**src/rtl/i2s_tx_stereo.sv**
```systemverilog
// i2s_tx_stereo
// Stereo Philips-I2S transmitter. Left/right sample pairs enter a small frame
// FIFO over a valid/ready handshake; the block derives mclk, sclk and lrclk
// from the system clock and shifts each frame out MSB-first, one bit after
// every lrclk edge, zero-padded to the slot length. A frame start that finds
// the FIFO empty sends silence and raises a one-clock underrun pulse.
module i2s_tx_stereo #(
  parameter int WIDTH     = 16,  // bits per sample, 1 .. SLOT-1
  parameter int SLOT      = 32,  // sclk periods per channel slot
  parameter int SCLK_HALF = 2,   // clk cycles per sclk half-period
  parameter int DEPTH     = 4    // FIFO depth in frames, power of 2
) (
  input  logic                       clk,
  input  logic                       reset,
  input  logic [WIDTH-1:0]           in_left,
  input  logic [WIDTH-1:0]           in_right,
  input  logic                       in_valid,
  output logic                       in_ready,
  output logic [$clog2(DEPTH+1)-1:0] level,
  output logic                       underrun,
  output logic                       mclk,
  output logic                       sclk,
  output logic                       lrclk,
  output logic                       sdin
);

  localparam int CW = (SCLK_HALF > 1) ? $clog2(SCLK_HALF) : 1;
  localparam int BW = $clog2(2 * SLOT);
  localparam int LW = $clog2(DEPTH + 1);
  localparam int PW = $clog2(DEPTH);
  localparam int FW = 2 * WIDTH;

  localparam logic [CW-1:0] CNT_MAX  = CW'(SCLK_HALF - 1);
  localparam logic [BW-1:0] BIT_MAX  = BW'(2 * SLOT - 1);
  localparam logic [BW-1:0] SLOT_LEN = BW'(SLOT);
  localparam logic [LW-1:0] LVL_FULL = LW'(DEPTH);

  // Clock generation state
  logic          r_mclk;
  logic          r_sclk;
  logic [CW-1:0] r_cnt;

  // Serialiser state
  logic [BW-1:0] r_bitcnt;
  logic          r_lrclk;
  logic          r_sdin;
  logic          r_underrun;
  logic [FW-1:0] r_frame;    // {left, right} of the frame in flight

  // Frame FIFO
  logic [FW-1:0] r_mem [DEPTH];
  logic [PW-1:0] r_wr_ptr;
  logic [PW-1:0] r_rd_ptr;
  logic [LW-1:0] r_level;

  logic          w_wrap;
  logic          w_fall;
  logic          w_frame_start;
  logic [BW-1:0] w_bit_next;
  logic [BW-1:0] w_slot_pos;
  logic [WIDTH-1:0] w_sample;
  logic          w_sdin_next;
  logic          w_in_ready;
  logic          w_empty;
  logic          w_push;
  logic          w_pop;

  assign w_wrap        = (r_cnt == CNT_MAX);
  assign w_fall        = w_wrap && r_sclk;
  assign w_frame_start = w_fall && (r_bitcnt == BIT_MAX);
  assign w_bit_next    = (r_bitcnt == BIT_MAX) ? '0 : r_bitcnt + BW'(1);

  assign w_in_ready = (r_level != LVL_FULL);
  assign w_empty    = (r_level == '0);
  assign w_push     = in_valid && w_in_ready;
  // A pop is only ever requested by a frame start that finds data waiting.
  assign w_pop      = w_frame_start && !w_empty;

  // Bit position within the slot that the coming falling edge will present.
  assign w_slot_pos = (w_bit_next >= SLOT_LEN) ? w_bit_next - SLOT_LEN : w_bit_next;
  // Position 0 of a slot always carries the delay bit (0), so at a frame start
  // the stale r_frame contents are never looked at and r_frame can be used here.
  assign w_sample   = (w_bit_next < SLOT_LEN) ? r_frame[FW-1 -: WIDTH] : r_frame[WIDTH-1:0];

  // Pick the MSB-first data bit for slot positions 1..WIDTH, zero elsewhere
  always_comb begin
    // NOTE: default first so every path assigns and no latch is inferred.
    w_sdin_next = 1'b0;
    for (int k = 1; k <= WIDTH; k++) begin
      if (w_slot_pos == BW'(k)) w_sdin_next = w_sample[WIDTH-k];
    end
  end

  // mclk runs at half the system clock
  always_ff @(posedge clk or posedge reset) begin
    // NOTE: sequential state uses non-blocking assignments so every register
    // samples pre-edge values regardless of block ordering.
    if (reset) r_mclk <= 1'b0;
    else       r_mclk <= ~r_mclk;
  end

  // sclk divider: toggle sclk every SCLK_HALF clk cycles
  always_ff @(posedge clk or posedge reset) begin
    if (reset) begin
      r_cnt  <= '0;
      r_sclk <= 1'b0;
    end else begin
      r_cnt <= w_wrap ? '0 : r_cnt + CW'(1);
      if (w_wrap) r_sclk <= ~r_sclk;
    end
  end

  // Bit counter, lrclk and serial data advance on falling sclk edges only
  always_ff @(posedge clk or posedge reset) begin
    if (reset) begin
      r_bitcnt <= BIT_MAX;
      r_lrclk  <= 1'b1;
      r_sdin   <= 1'b0;
    end else if (w_fall) begin
      r_bitcnt <= w_bit_next;
      r_lrclk  <= (w_bit_next >= SLOT_LEN);
      r_sdin   <= w_sdin_next;
    end
  end

  // Frame register: latch the FIFO head (or silence) at each frame start
  always_ff @(posedge clk or posedge reset) begin
    if (reset) begin
      r_frame    <= '0;
      r_underrun <= 1'b0;
    end else begin
      r_underrun <= w_frame_start && w_empty;
      if (w_frame_start) r_frame <= w_pop ? r_mem[r_rd_ptr] : '0;
    end
  end

  // FIFO storage write
  always_ff @(posedge clk) begin
    // NOTE: the storage array has no reset; entries are only read after being
    // written, and the level counter alone defines which entries are valid.
    if (w_push) r_mem[r_wr_ptr] <= {in_left, in_right};
  end

  // FIFO pointers and occupancy
  always_ff @(posedge clk or posedge reset) begin
    if (reset) begin
      r_wr_ptr <= '0;
      r_rd_ptr <= '0;
      r_level  <= '0;
    end else begin
      if (w_push) r_wr_ptr <= r_wr_ptr + PW'(1);
      if (w_pop)  r_rd_ptr <= r_rd_ptr + PW'(1);
      case ({w_push, w_pop})
        2'b10:   r_level <= r_level + LW'(1);
        2'b01:   r_level <= r_level - LW'(1);
        default: r_level <= r_level;
      endcase
    end
  end

  assign in_ready = w_in_ready;
  assign level    = r_level;
  assign underrun = r_underrun;
  assign mclk     = r_mclk;
  assign sclk     = r_sclk;
  assign lrclk    = r_lrclk;
  assign sdin     = r_sdin;

endmodule
```
**config.mk**
```make
export PLATFORM = sky130hd
export DESIGN_NAME = i2s_tx_stereo
export DESIGN_NICKNAME = d
export VERILOG_FILES = /design/src/rtl/i2s_tx_stereo.sv
export SDC_FILE = /design/constraint.sdc
export NUM_CORES = 1
export LEC_CHECK = 0
export ABC_AREA = 0
export BUFFER_PORTS_ARGS = -buffer_cell sky130_fd_sc_hd__buf_2
export CAP_MARGIN = 20
export CORE_MARGIN = 1
export CORE_UTILIZATION = 28
export CTS_CLUSTER_DIAMETER = 60
export CTS_CLUSTER_SIZE = 25
export DETAILED_ROUTE_END_ITERATION = 8
export GPL_TIMING_DRIVEN = 0
export PLACE_DENSITY = 0.52
export SLEW_MARGIN = 40
export SYNTH_ARGS = -nofsm -noshare
export SYNTH_HDL_FRONTEND = slang
export SYNTH_SLANG_ARGS = --single-unit
```
**constraint.sdc**
```tcl
create_clock -name clk -period 7 [get_ports clk]
set_clock_uncertainty 0.05 [all_clocks]
set_input_delay 1.4 -clock clk [delete_from_list [all_inputs] [get_ports clk]]
set_output_delay 1.4 -clock clk [all_outputs]
set_load 0.02 [all_outputs]
```
== Word-level counts from Yosys, hierarchy flattened ==
Memory sizes are Yosys's and may differ from the RTL's.
Cells that the tools add are included.

* Register bits after elaboration: 51
* RAM bits: 128
* Input bits: 35
* Output and inout bits: 9
* Memories: 1

* $add $sub $neg: 7
* Magnitude comparators: 2
* Eq/ne operators: 20
* Muxes and demuxes: 24
* Bitwise gates (word level): 2
* Reductions and logical operators: 8

{| class="wikitable"
|+ Memory list
! name !! depth !! bits a word !! read ports !! clocked after memory_dff !! wr ports !! line !! source
|-
| r_mem || 4 || 32 || 1 || 0 || 1 || 51 || <nowiki>logic [FW-1:0] r_mem [DEPTH];</nowiki>
|}

{| class="wikitable"
|+ Operator list
! kind !! count
|-
| == test 6 x 4 -> 1 bit (second input constant) || 8
|-
| two-way mux 32 bit || 1
|-
| == test 6 x 3 -> 1 bit (second input constant) || 4
|-
| two-way mux 1 bit || 19
|-
| two-way mux 16 bit || 1
|-
| == test 6 x 2 -> 1 bit (second input constant) || 2
|-
| two-way mux 6 bit || 2
|-
| adder 6 x 1 -> 6 bit (second input constant) || 1
|-
| == test 6 x 1 -> 1 bit (second input constant) || 1
|-
| == test 6 x 5 -> 1 bit (second input constant) || 1
|-
| == test 6 bit (second input constant) || 1
|-
| >= comparator 6 bit (second input constant) || 1
|-
| less-than comparator 6 bit (second input constant) || 1
|-
| one-hot mux 3 bit (2 select lines) || 1
|-
| subtractor 6 bit (second input constant) || 1
|-
| logical AND 1 bit || 5
|-
| adder 2 x 1 -> 2 bit (second input constant) || 2
|-
| adder 3 x 1 -> 3 bit (second input constant) || 1
|-
| logical NOT 3 bit || 1
|-
| inequality test 3 bit (second input constant) || 1
|-
| subtractor 3 x 1 -> 3 bit (second input constant) || 1
|-
| == test 2 x 1 -> 1 bit (second input constant) || 1
|-
| == test 2 bit (second input constant) || 1
|-
| inverter 1 bit || 2
|-
| 3 further kinds || 3
|}

== Depth between registers and ports, before layout ==
Gate-level depths: netlist of the first run.

* Depth in word-level cells: 21
* Depth in mapped cells: 14
* Depth with buffers taken out: 11

== Worst setup path before layout of the first run ==
No wires, ideal clock.

* Path type: register -> register
* Start point: reg r_bitcnt[0]
* End point: reg r_level[2], in the netlist level[2]
* Arrival time: 2,814 ps
* Setup slack: 4,056 ps
* Stages on the path, launching flop included: 15
* Buffers on the path: 3
* Clock period less this slack: 2,944 ps
* Cell sequence: dfstp_2 ha_1 buf_6 and3_1 buf_4 and3_1 nand2_1 nor2_2 buf_2 ha_1 inv_1 fa_1 xor2_1 nor2_1 xor2_1

* Longest elaborated chain between the ends: 5

{| class="wikitable"
|+ Ends and longest elaborated chain
! item !! line !! source
|-
| start, declared || 44 || <nowiki>logic [BW-1:0] r_bitcnt;</nowiki>
|-
| start signal, assigned || 120 || <nowiki>r_bitcnt <= w_bit_next;</nowiki>
|-
| == test 6 bit * || 70 || <nowiki>assign w_frame_start = w_fall && (r_bitcnt == BIT_MAX);</nowiki>
|-
| logical AND 1 bit * || 70 ||
|-
| logical AND 1 bit * || 77 || <nowiki>assign w_pop = w_frame_start && !w_empty;</nowiki>
|-
| net w_pop || 66 || <nowiki>logic w_pop;</nowiki>
|-
| == test 2 x 1 -> 1 bit or == test 2 bit (tied branches) || 153 || <nowiki>case ({w_push, w_pop})</nowiki>
|-
| one-hot mux 3 bit (2 select lines) or nonzero test 2 bit (tied branches) || -- ||
|-
| end signal, assigned || 154 || <nowiki>2'b10: r_level <= r_level + LW'(1);</nowiki>
|-
| end signal, assigned || 155 || <nowiki>2'b01: r_level <= r_level - LW'(1);</nowiki>
|-
| end signal, assigned || 156 || <nowiki>default: r_level <= r_level;</nowiki>
|-
| end, declared || 54 || <nowiki>logic [LW-1:0] r_level;</nowiki>
|}

The timed path passes the listed nets; every way through them passes the cells marked *.
A chain may end at the register's enable or synchronous reset.

== Final worst setup path of the first run ==
* Start point: reg r_bitcnt[1]
* End point: reg r_level[2], in the netlist level[2]

Same word-level chain as after synthesis.

==> impl_metrics.prom, run 1 <==
# TYPE chip_impl_metric gauge
chip_impl_info{name="outcome",value="complete, but fails checks"} 1
chip_impl_info{name="violations",value="DRC"} 1
chip_impl_metric{name="drt_iter0_markers",unit=""} 279
chip_impl_metric{name="final-instance-count-excl-fill",unit=""} 859
chip_impl_metric{name="finalSetupViolCount",unit=""} 0
chip_impl_metric{name="htree_num_levels",unit=""} 4
chip_impl_metric{name="dieWidth",unit="um"} 165.7
chip_impl_info{name="path_delay_family",value="simple AND/OR/NAND/NOR gates"} 1
chip_impl_metric{name="grt_residual_overflow",unit=""} 0
chip_impl_metric{name="routed_wl",unit="mm"} 16.01
chip_impl_metric{name="grt_util_all_layers",unit=""} 0.1242
chip_impl_metric{name="cp.depth",unit=""} 14
chip_impl_metric{name="worstSkewPairLatency",unit="ns"} 0.43
chip_impl_metric{name="drt-pass1-iter-count",unit=""} 7
chip_impl_info{name="min-delay-path-class",value="flip-flop to flip-flop"} 1
chip_impl_metric{name="place.gp.congestion",unit=""} 0.8868
chip_impl_metric{name="cts_resized",unit=""} 0
chip_impl_metric{name="synth_area",unit="sq um"} 7500
chip_impl_metric{name="r2r_slack",unit="ns"} 3.50
chip_impl_metric{name="finalCoreUtilization",unit=""} 0.3377
chip_impl_metric{name="timing_hold_violations_final",unit=""} 0
chip_impl_metric{name="timing.reg2reg.worst_path_depth",unit=""} 14
chip_impl_metric{name="cts-buffers-inserted",unit=""} 17
chip_impl_metric{name="post_synthesis_net_count",unit=""} 490
chip_impl_metric{name="initial_utilization",unit=""} 0.2870
chip_impl_metric{name="netlist-cell-type-count",unit=""} 58
chip_impl_metric{name="io_pins",unit=""} 44
chip_impl_metric{name="cap_violations",unit=""} 0
chip_impl_metric{name="rows",unit=""} 59
chip_impl_metric{name="average_wire_per_cell_in_the_routed_design",unit="um"} 18.64
chip_impl_info{name="ys_top_cells_by_count",value="sky130_fd_sc_hd__edfxtp_1 (128), sky130_fd_sc_hd__dfrtp_1 (44), sky130_fd_sc_hd__a22o_1 (32), sky130_fd_sc_hd__mux4_2 (32), sky130_fd_sc_hd__inv_1 (15)"} 1
chip_impl_metric{name="grt_first_pass_wirelength",unit="mm"} 25.61
chip_impl_metric{name="irDropWorstVdd",unit="mV"} 0.1544
chip_impl_metric{name="max-slew-margin-rel",unit=""} 0.5351
chip_impl_metric{name="hold-path-cell-count",unit=""} 1
chip_impl_metric{name="grt_pass1_vias",unit=""} 4395
chip_impl_metric{name="place_inst",unit=""} 827
chip_impl_metric{name="ant_nets",unit=""} 0
chip_impl_info{name="type_of_the_worst_setup_path",value="flip-flop to flip-flop"} 1
chip_impl_metric{name="holdBufCountCts",unit=""} 0
chip_impl_metric{name="drive_above_1_share",unit=""} 0.2882
chip_impl_metric{name="number_of_drc_violations_after_detailed_routing",unit=""} 4
chip_impl_metric{name="synth_area_per_cell",unit="sq um"} 16.89
chip_impl_info{name="yosys_most_used_dff",value="sky130_fd_sc_hd__edfxtp_1"} 1
chip_impl_metric{name="fp.dieH",unit="um"} 165.7
chip_impl_metric{name="cts_max_path_buffers",unit=""} 2
chip_impl_metric{name="post-route-period-util",unit=""} 0.4996
chip_impl_metric{name="cp.buffers_inverters",unit=""} 4
chip_impl_metric{name="critPathRequiredTime",unit="ns"} 7.32
chip_impl_metric{name="placement.io_buffers",unit=""} 43
chip_impl_metric{name="worst_slew_pin_slew",unit="ns"} 0.6974
chip_impl_metric{name="path_clk_slew",unit="ns"} 0.07
chip_impl_info{name="tritoncts_clock_tree",value="built"} 1
chip_impl_info{name="synth_largest_area_cell",value="sky130_fd_sc_hd__edfxtp_1"} 1
chip_impl_metric{name="detailedPlacementHpwl",unit="mm"} 10.93
chip_impl_info{name="yosysMostFrequentCell",value="sky130_fd_sc_hd__edfxtp_1"} 1
chip_impl_metric{name="antenna_found_initial",unit=""} 0
chip_impl_metric{name="ys_ff_latch",unit=""} 179
chip_impl_metric{name="dpl_cell_area",unit="sq um"} 8267
chip_impl_metric{name="max_clock_freq",unit="MHz"} 286.0
chip_impl_metric{name="final_critical_delay_including_setup_and_external_delays",unit="ns"} 3.497
chip_impl_metric{name="finalMaxSlewViolations",unit=""} 0
chip_impl_info{name="critPathCaptureType",value="flip-flop"} 1
chip_impl_info{name="crit_path_cell_trace",value="ha_1 -> buf_6 -> and3_1 -> buf_4 -> and3_1 -> nand2_1 -> nor2_2 -> buf_2 -> ha_1 -> inv_1 -> fa_1 -> xor2_1 -> nor2_1 -> xor2_1"} 1
chip_impl_metric{name="fin_area",unit="sq um"} 8826
chip_impl_metric{name="finalNetCount",unit=""} 557
chip_impl_metric{name="worstPathMaxFanout",unit=""} 10
chip_impl_metric{name="p_leak",unit="nW"} 3.190
chip_impl_info{name="clock-root-buffer",value="sky130_fd_sc_hd__clkbuf_16"} 1
chip_impl_metric{name="layout-area-overhead-vs-synth",unit="%"} 17.68
chip_impl_metric{name="critical-path-max-stage-delay",unit="ns"} 0.57
chip_impl_metric{name="synth_edf_count",unit=""} 128
chip_impl_metric{name="diodes_inserted",unit=""} 0
chip_impl_info{name="setup.worst_path.start_class",value="flip-flop"} 1
chip_impl_info{name="rsz0062_at_grt",value="no"} 1
chip_impl_metric{name="viasPerCell",unit=""} 4.842
chip_impl_metric{name="via_count",unit=""} 4159
chip_impl_metric{name="fp.dieArea",unit="sq um"} 27440
chip_impl_metric{name="yosysSeqAreaShare",unit=""} 0.6839
chip_impl_info{name="synth_top_cells_by_area",value="sky130_fd_sc_hd__edfxtp_1 (51%), sky130_fd_sc_hd__dfrtp_1 (15%), sky130_fd_sc_hd__mux4_2 (9.6%), sky130_fd_sc_hd__a22o_1 (3.7%), sky130_fd_sc_hd__dfstp_2 (2.5%)"} 1
chip_impl_metric{name="tns",unit="ns"} 0
chip_impl_metric{name="synth_warnings",unit=""} 0
chip_impl_metric{name="postSynth.asyncResetShare",unit=""} 0.2849
chip_impl_metric{name="synth_top_cell_area_share",unit=""} 0.5125
chip_impl_metric{name="power.density_cell_area",unit="nW/um^2"} 289.9
chip_impl_metric{name="postSynthCellCount",unit=""} 444
chip_impl_metric{name="arrival",unit="ns"} 3.81
chip_impl_info{name="critical_path.slowest_cell",value="sky130_fd_sc_hd__dfstp_2"} 1
chip_impl_metric{name="post-cts-setup-buffers",unit=""} 0
chip_impl_metric{name="grt_max_degree",unit=""} 46
chip_impl_metric{name="placeableCoreArea",unit="sq um"} 26130
chip_impl_metric{name="cts_sinks",unit=""} 179
## area by class of cell
cell class	instances	area, sq um
Fill cell	2535	17310
Sequential cell	179	5129
Multi-Input combinational cell	221	2171
Clock buffer	19	432.9
Tap cell	335	419.2
Timing Repair Buffer	48	322.8
Buffer	29	167.7
Clock inverter	13	125.1
Inverter	15	58.81
## worst register-to-register path, stage by stage, from the launching register on
cell and delay [ns]:
sky130_fd_sc_hd__dfstp_2 0.57, sky130_fd_sc_hd__ha_1 0.17, sky130_fd_sc_hd__buf_6 0.13, sky130_fd_sc_hd__and3_1 0.16, sky130_fd_sc_hd__buf_4 0.14, sky130_fd_sc_hd__and3_1 0.22, sky130_fd_sc_hd__nand2_1 0.23, sky130_fd_sc_hd__nor2_2 0.41
sky130_fd_sc_hd__buf_2 0.32, sky130_fd_sc_hd__ha_1 0.22, sky130_fd_sc_hd__inv_1 0.06, sky130_fd_sc_hd__fa_1 0.37, sky130_fd_sc_hd__xor2_1 0.15, sky130_fd_sc_hd__nor2_1 0.10, sky130_fd_sc_hd__xor2_1 0.14
## final timing paths
kind                                  start     endpoint
worst max-delay path            r_bitcnt[1]     level[2]
worst min-delay path                   mclk         mclk
worst max register to register  r_bitcnt[1]     level[2]
worst min register to register         mclk         mclk
max in group asynchronous             reset  r_bitcnt[4]
min in group asynchronous             reset     level[0]
## sequential cells by signal (all words and copies together) (netlist names)
register,flops
level,3
r_wr_ptr,2
sclk,1
mclk,1
sdin,1
r_bitcnt,6
underrun,1
lrclk,1
r_rd_ptr,2
r_mem,128
r_frame,32
r_cnt,1
## cell usage in the layout, fill, tap and decap left out, types with 3 or more instances in the layout
master	instances
sky130_fd_sc_hd__edfxtp_1	128
sky130_fd_sc_hd__buf_2	53
sky130_fd_sc_hd__dfrtp_1	44
sky130_fd_sc_hd__mux4_2	32
sky130_fd_sc_hd__a22o_1	32
sky130_fd_sc_hd__clkbuf_16	17
sky130_fd_sc_hd__nand2_1	14
sky130_fd_sc_hd__inv_1	14
sky130_fd_sc_hd__nor2_1	14
sky130_fd_sc_hd__clkbuf_1	12
sky130_fd_sc_hd__o21ai_0	12
sky130_fd_sc_hd__ha_1	10
sky130_fd_sc_hd__and3_1	8
sky130_fd_sc_hd__nand3_1	7
sky130_fd_sc_hd__dfstp_2	7
sky130_fd_sc_hd__xnor2_1	6
sky130_fd_sc_hd__mux2i_1	6
sky130_fd_sc_hd__a31oi_1	5
sky130_fd_sc_hd__xor2_1	5
sky130_fd_sc_hd__o221ai_1	5
sky130_fd_sc_hd__a21oi_1	5
sky130_fd_sc_hd__and2_1	4
sky130_fd_sc_hd__buf_4	4
sky130_fd_sc_hd__buf_6	4
sky130_fd_sc_hd__and3_4	4
sky130_fd_sc_hd__o32a_1	4
sky130_fd_sc_hd__buf_12	4
sky130_fd_sc_hd__nand2b_1	3
sky130_fd_sc_hd__a211oi_1	3
sky130_fd_sc_hd__o211ai_1	3
sky130_fd_sc_hd__clkinv_4	3
sky130_fd_sc_hd__inv_8	3
## cell families (layout without fill, tap and decap cells)
| kind of cell | after synthesis | count (layout) | share of synthesized area |
|---|---|---|---|
| flops | 179 | 179 | 0.6839 |
| compound gates | 92 | 92 | 0.1001 |
| simple gates | 69 | 69 | 0.05038 |
| buf+inv | 44 | 124 | 0.02936 |
| mux | 38 | 38 | 0.1041 |
| fa+ha+maj | 11 | 11 | 0.01935 |
| xor+xnor | 11 | 11 | 0.01285 |
## layer usage
metal	part of all wire	up-vias	track usage
met5	0	-	0
met4	0.022	0	0.04185
met3	0.047	18	0.03202
met2	0.49	115	0.2067
met1	0.44	2128	0.1574
li1	-	1898	-
## metrics by stage
stage	setup slack, ns	hold WS [ns]	power, mW
final	3.503	0.3669	2.558
after CTS	3.487	0.3731	2.602
after detailed placement	3.488	0.3624	1.698
after global routing	3.222	0.3966	2.668
after floorplan	4.056	0.3966	1.531
after global placement	3.456	0.3579	1.645
## power by group
part	internal, mW	total [mW]	switching [mW]
clock	0.468	0.896	0.428
combinational	0.110	0.307	0.196
sequential	1.31	1.36	0.0412
total	1.89	2.56	0.666
(Power assumes the default switching activity.)
==> run 2: changes to the inputs <==
--- a/config.mk
+++ b/config.mk
@@ -5,7 +5,7 @@
 export SDC_FILE = /design/constraint.sdc
 export NUM_CORES = 1
 export LEC_CHECK = 0
-export ABC_AREA = 0
+export ABC_AREA = 1
 export BUFFER_PORTS_ARGS = -buffer_cell sky130_fd_sc_hd__buf_2
 export CAP_MARGIN = 20
 export CORE_MARGIN = 1
@@ -14,7 +14,7 @@
 export CTS_CLUSTER_SIZE = 25
 export DETAILED_ROUTE_END_ITERATION = 8
 export GPL_TIMING_DRIVEN = 0
-export PLACE_DENSITY = 0.52
+export PLACE_DENSITY = 0.53
 export SLEW_MARGIN = 40
 export SYNTH_ARGS = -nofsm -noshare
 export SYNTH_HDL_FRONTEND = slang
==> constraint.sdc (replaced) <==
create_clock -name clk -period 2.9 [get_ports clk]
set_clock_uncertainty 0.05 [all_clocks]
set_input_delay 0.58 -clock clk [delete_from_list [all_inputs] [get_ports clk]]
set_output_delay 0.58 -clock clk [all_outputs]
set_load 0.02 [all_outputs]
==> run 2 against run 1 <==
Net effect:
- the run now ends clean
- register-to-register slack worse by 3.3 ns
- sequential share of layout area down 1.2 points
- global-route usage up 1.2 points
- critical path depth up 2
- count of clock-buffer cells in the layout down 1
- routed wire length up 7.7%
- clock power up 150%
- worst setup slack worse by 3.3 ns
- via count up 17%
- final cell count up 25%
- cell area up 2.1%
- critical path type unchanged
- highest routed layer unchanged
==> impl_metrics.prom, run 2 <==
# TYPE chip_impl_metric gauge
chip_impl_info{name="outcome",value="complete, no violations"} 1
chip_impl_metric{name="finalNetCount",unit=""} 768
chip_impl_metric{name="r2r_slack",unit="ns"} 0.21
chip_impl_metric{name="post-layout-total-power",unit="mW"} 5.047
chip_impl_metric{name="xor_and_xnor_area_share_after_synthesis",unit=""} 0.008081
chip_impl_metric{name="postSynth.asyncResetShare",unit=""} 0.2849
chip_impl_info{name="synth_largest_area_cell",value="sky130_fd_sc_hd__edfxtp_1"} 1
chip_impl_metric{name="seqCellArea",unit="sq um"} 5129
chip_impl_metric{name="layout-area-overhead-vs-synth",unit="%"} 21.30
chip_impl_metric{name="fp.dieArea",unit="sq um"} 27200
chip_impl_metric{name="placement.io_buffers",unit=""} 43
chip_impl_metric{name="number_of_drc_violations_after_detailed_routing",unit=""} 0
chip_impl_metric{name="final.fill_count",unit=""} 2551
chip_impl_metric{name="synth_edf_count",unit=""} 128
chip_impl_metric{name="post_synthesis_net_count",unit=""} 684
chip_impl_metric{name="final_critical_delay_including_setup_and_external_delays",unit="ns"} 2.685
chip_impl_metric{name="cts_sinks",unit=""} 179
chip_impl_metric{name="worstSkewPairLatency",unit="ns"} 0.44
chip_impl_metric{name="worstPathMaxFanout",unit=""} 7
chip_impl_metric{name="cap_violations",unit=""} 0
chip_impl_metric{name="power.switching_fraction",unit=""} 0.2218
chip_impl_metric{name="fp.dieH",unit="um"} 164.9
chip_impl_metric{name="setup_ws",unit="ns"} 0.2146
chip_impl_metric{name="timing_hold_violations_final",unit=""} 0
chip_impl_metric{name="synth_area",unit="sq um"} 7432
chip_impl_metric{name="irDropWorstVdd",unit="mV"} 0.2234
chip_impl_metric{name="worst_slew_pin_slew",unit="ns"} 0.6847
chip_impl_metric{name="arrival",unit="ns"} 2.95
chip_impl_metric{name="drt_iter0_markers",unit=""} 277
chip_impl_info{name="setup.worst_path.start_class",value="flip-flop"} 1
chip_impl_info{name="regMostFlops",value="r_mem"} 1
chip_impl_info{name="holdPathEnd",value="r_mem[3][22]"} 1
chip_impl_metric{name="finalCoreUtilization",unit=""} 0.3459
chip_impl_metric{name="hold-path-cell-count",unit=""} 1
chip_impl_metric{name="power.sequential.fraction",unit=""} 0.543
chip_impl_metric{name="routed_wl",unit="mm"} 17.24
chip_impl_info{name="rr_endpoint",value="level[2]"} 1
chip_impl_metric{name="viasPerCell",unit=""} 4.545
chip_impl_metric{name="htree_num_levels",unit=""} 4
chip_impl_metric{name="ys_ff_latch",unit=""} 179
chip_impl_metric{name="p_leak",unit="nW"} 3.466
chip_impl_info{name="layout.cells.most_common",value="sky130_fd_sc_hd__nand2_1"} 1
chip_impl_metric{name="netlist-cell-type-count",unit=""} 41
chip_impl_info{name="timing.rr.start",value="r_bitcnt[1]"} 1
chip_impl_metric{name="synthMuxAreaShare",unit=""} 0
chip_impl_info{name="clock-root-buffer",value="sky130_fd_sc_hd__clkbuf_16"} 1
chip_impl_info{name="combinational_family_with_the_most_area_after_synthesis",value="simple AND/OR/NAND/NOR gates"} 1
chip_impl_metric{name="fin_area",unit="sq um"} 9015
chip_impl_metric{name="largest_register_ff_count",unit=""} 128
chip_impl_metric{name="multiInputGateArea",unit="sq um"} 2031
chip_impl_metric{name="dpl_cell_area",unit="sq um"} 8303
chip_impl_metric{name="place.gp.congestion",unit=""} 0.7756
chip_impl_info{name="hold_start",value="in_left[6]"} 1
chip_impl_metric{name="initial_utilization",unit=""} 0.2852
chip_impl_metric{name="dieWidth",unit="um"} 164.9
chip_impl_metric{name="placeableCoreArea",unit="sq um"} 26060
chip_impl_metric{name="diodes_inserted",unit=""} 0
chip_impl_metric{name="grt_residual_overflow",unit=""} 0
chip_impl_info{name="yosysMostFrequentCell",value="sky130_fd_sc_hd__nand2_1"} 1
chip_impl_metric{name="synth-adder-area-share",unit=""} 0.01953
chip_impl_metric{name="clockPowerShare",unit=""} 0.445
chip_impl_metric{name="yosysSeqAreaShare",unit=""} 0.6901
chip_impl_metric{name="max_clock_freq",unit="MHz"} 372.4
chip_impl_metric{name="grt_util_all_layers",unit=""} 0.1364
chip_impl_metric{name="place_inst",unit=""} 1025
chip_impl_metric{name="path_clk_slew",unit="ns"} 0.08
chip_impl_metric{name="ant_nets",unit=""} 0
chip_impl_metric{name="cts-buffers-inserted",unit=""} 17
chip_impl_metric{name="grt_max_degree",unit=""} 40
chip_impl_metric{name="max-slew-margin-rel",unit=""} 0.5435
chip_impl_metric{name="antenna_found_initial",unit=""} 0
chip_impl_metric{name="switchingPower",unit="mW"} 1.120
chip_impl_info{name="layout_top_registers",value="r_mem (128), r_frame (32), r_bitcnt (6)"} 1
chip_impl_info{name="ys_top_cells_by_count",value="sky130_fd_sc_hd__nand2_1 (178), sky130_fd_sc_hd__edfxtp_1 (128), sky130_fd_sc_hd__inv_1 (50)"} 1
chip_impl_info{name="synth_top_cells_by_area",value="sky130_fd_sc_hd__edfxtp_1 (52%), sky130_fd_sc_hd__dfrtp_1 (15%), sky130_fd_sc_hd__nand2_1 (9.0%), sky130_fd_sc_hd__a32o_1 (2.7%), sky130_fd_sc_hd__inv_1 (2.5%)"} 1
chip_impl_metric{name="detailedPlacementHpwl",unit="mm"} 11.71
chip_impl_metric{name="post_synth_and_or_nand_nor_area_fraction",unit=""} 0.1434
chip_impl_metric{name="pre_cts_ws",unit="ns"} -0.5130
chip_impl_metric{name="final-instance-count-excl-fill",unit=""} 1070
chip_impl_metric{name="finalMaxSlewViolations",unit=""} 0
chip_impl_metric{name="critPathRequiredTime",unit="ns"} 3.16
chip_impl_metric{name="post-route-period-util",unit=""} 0.9260
chip_impl_metric{name="synth_compound_area_frac",unit=""} 0.09512
chip_impl_info{name="critPathCaptureType",value="flip-flop"} 1
chip_impl_metric{name="average_wire_per_cell_in_the_routed_design",unit="um"} 16.11
chip_impl_metric{name="cts_max_path_buffers",unit=""} 2
chip_impl_metric{name="via_count",unit=""} 4863
chip_impl_metric{name="design_internal_power",unit="mW"} 3.928
chip_impl_metric{name="drt-pass1-iter-count",unit=""} 4
chip_impl_metric{name="synth_top_cell_area_share",unit=""} 0.5172
chip_impl_metric{name="synth_area_per_cell",unit="sq um"} 11.65
chip_impl_info{name="setup.worst_path.start",value="r_bitcnt[1]"} 1
chip_impl_info{name="min-delay-path-class",value="input pin to flip-flop"} 1
chip_impl_metric{name="io_pins",unit=""} 44
chip_impl_info{name="highest_count_cells_in_the_layout_ignoring_fill_and_taps",value="sky130_fd_sc_hd__nand2_1 (176), sky130_fd_sc_hd__edfxtp_1 (128), sky130_fd_sc_hd__inv_1 (45)"} 1
chip_impl_metric{name="share_comb_of_total_power",unit=""} 0.012
chip_impl_metric{name="finalSetupViolCount",unit=""} 0
chip_impl_metric{name="postSynthCellCount",unit=""} 638
chip_impl_info{name="type_of_the_worst_setup_path",value="flip-flop to flip-flop"} 1
chip_impl_metric{name="grt_pass1_vias",unit=""} 4735
chip_impl_metric{name="rows",unit=""} 59
chip_impl_info{name="tritoncts_clock_tree",value="built"} 1
chip_impl_metric{name="synth_warnings",unit=""} 0
chip_impl_info{name="yosys_most_used_dff",value="sky130_fd_sc_hd__edfxtp_1"} 1
chip_impl_metric{name="drive_above_1_share",unit=""} 0.1986
chip_impl_metric{name="timing.reg2reg.worst_path_depth",unit=""} 16
chip_impl_metric{name="grt_first_pass_wirelength",unit="mm"} 27.05
chip_impl_metric{name="power.density_cell_area",unit="nW/um^2"} 559.9
[run 2: changes by cell type in the layout (fill, tap and decap cells not counted), moves of 10 or more]
cell / before / now
sky130_fd_sc_hd__mux4_2: 32 / 0
sky130_fd_sc_hd__buf_2: 53 / 43
sky130_fd_sc_hd__a32oi_1: 0 / 12
sky130_fd_sc_hd__a21oi_1: 5 / 37
sky130_fd_sc_hd__nand2_1: 14 / 176
sky130_fd_sc_hd__a32o_1: 1 / 20
sky130_fd_sc_hd__inv_1: 14 / 45
sky130_fd_sc_hd__o21ai_0: 12 / 25
sky130_fd_sc_hd__nand3_1: 7 / 29
sky130_fd_sc_hd__a22o_1: 32 / 1
[run 2: critical path, cell delays in order, from the launching register on]
cell and delay, ns:
sky130_fd_sc_hd__dfstp_2 0.55, sky130_fd_sc_hd__ha_2 0.18, sky130_fd_sc_hd__nand2_2 0.07, sky130_fd_sc_hd__nor2_2 0.10, sky130_fd_sc_hd__inv_1 0.07, sky130_fd_sc_hd__nor2_2 0.14
sky130_fd_sc_hd__inv_2 0.06, sky130_fd_sc_hd__nor2_4 0.13, sky130_fd_sc_hd__nand2_2 0.08, sky130_fd_sc_hd__inv_2 0.07, sky130_fd_sc_hd__buf_6 0.13, sky130_fd_sc_hd__ha_1 0.14
sky130_fd_sc_hd__inv_1 0.07, sky130_fd_sc_hd__fa_2 0.34, sky130_fd_sc_hd__a21oi_1 0.15, sky130_fd_sc_hd__o21ai_1 0.09, sky130_fd_sc_hd__xor2_1 0.14
[run 2: routing by layer]
metal  GRT usage  part of all wire  vias to the layer above  routed length [um]
met2      0.2172              0.47                       82                8162
met4     0.04712             0.016                        0                 279
li1            -                 -                     2382                   -
met5           0                 0                        -                   0
met3     0.02863             0.035                       17                 596
met1      0.1835              0.48                     2382                8200
[run 2: how the worst max path moves through the flow]
stage,slack [ns],end
2_1_floorplan,-0.004,r_mem[0][0]
3_3_place_gp,-1.14,r_mem[3][12]
3_5_place_dp,-0.51,level[2]
4_1_cts,0.02,level[2]
5_1_grt,-0.0006,sdin
6_report,0.21,level[2]
[run 2: cell type report]
cell class,instances,share of cell area
Timing Repair Buffer,65,0.05746
Sequential cell,179,0.5689
Clock buffer,18,0.04872
Inverter,56,0.02387
Clock inverter,14,0.01596
Buffer,29,0.01332
Multi-Input combinational cell,374,0.2253
Tap cell,335,0.04650
[run 2: repair_timing]
action                                 in CTS  in global routing
endpoints found under the hold margin       8                  0
hold buffers                                1                  0
resized for setup                           5                 11
setup buffers                               4                  8
setup endpoints to repair                   2                  3
pin swaps                                   1                  3
[run 2: stage by stage]
stage                        TNS, ns  hold WS (ns)
final                              0        0.3051
after detailed placement     -0.8125        0.3607
after global placement       -143.75        0.3496
after CTS                          0        0.2912
after floorplan              -0.5197        0.3660
after global routing      -0.0005662        0.2913
[run 2: kinds of logic (layout without fill, tap and decap cells)]
kind of cell / Yosys count / count (layout)
simple gates: 250 / 250
flops: 179 / 179
compound gates: 107 / 107
buf+inv: 85 / 182
fa+ha+maj: 11 / 11
xor+xnor: 6 / 6
[run 2: power by group through the flow]
stage | clock network [mW] | registers (mW) | logic (mW)
after floorplan | 0 | 2.80 | 0.0103
after global placement | 0 | 2.80 | 0.0564
after detailed placement | 0 | 2.80 | 0.0621
after CTS | 2.28 | 2.74 | 0.0632
after global routing | 2.37 | 2.74 | 0.0691
final | 2.24 | 2.74 | 0.0606
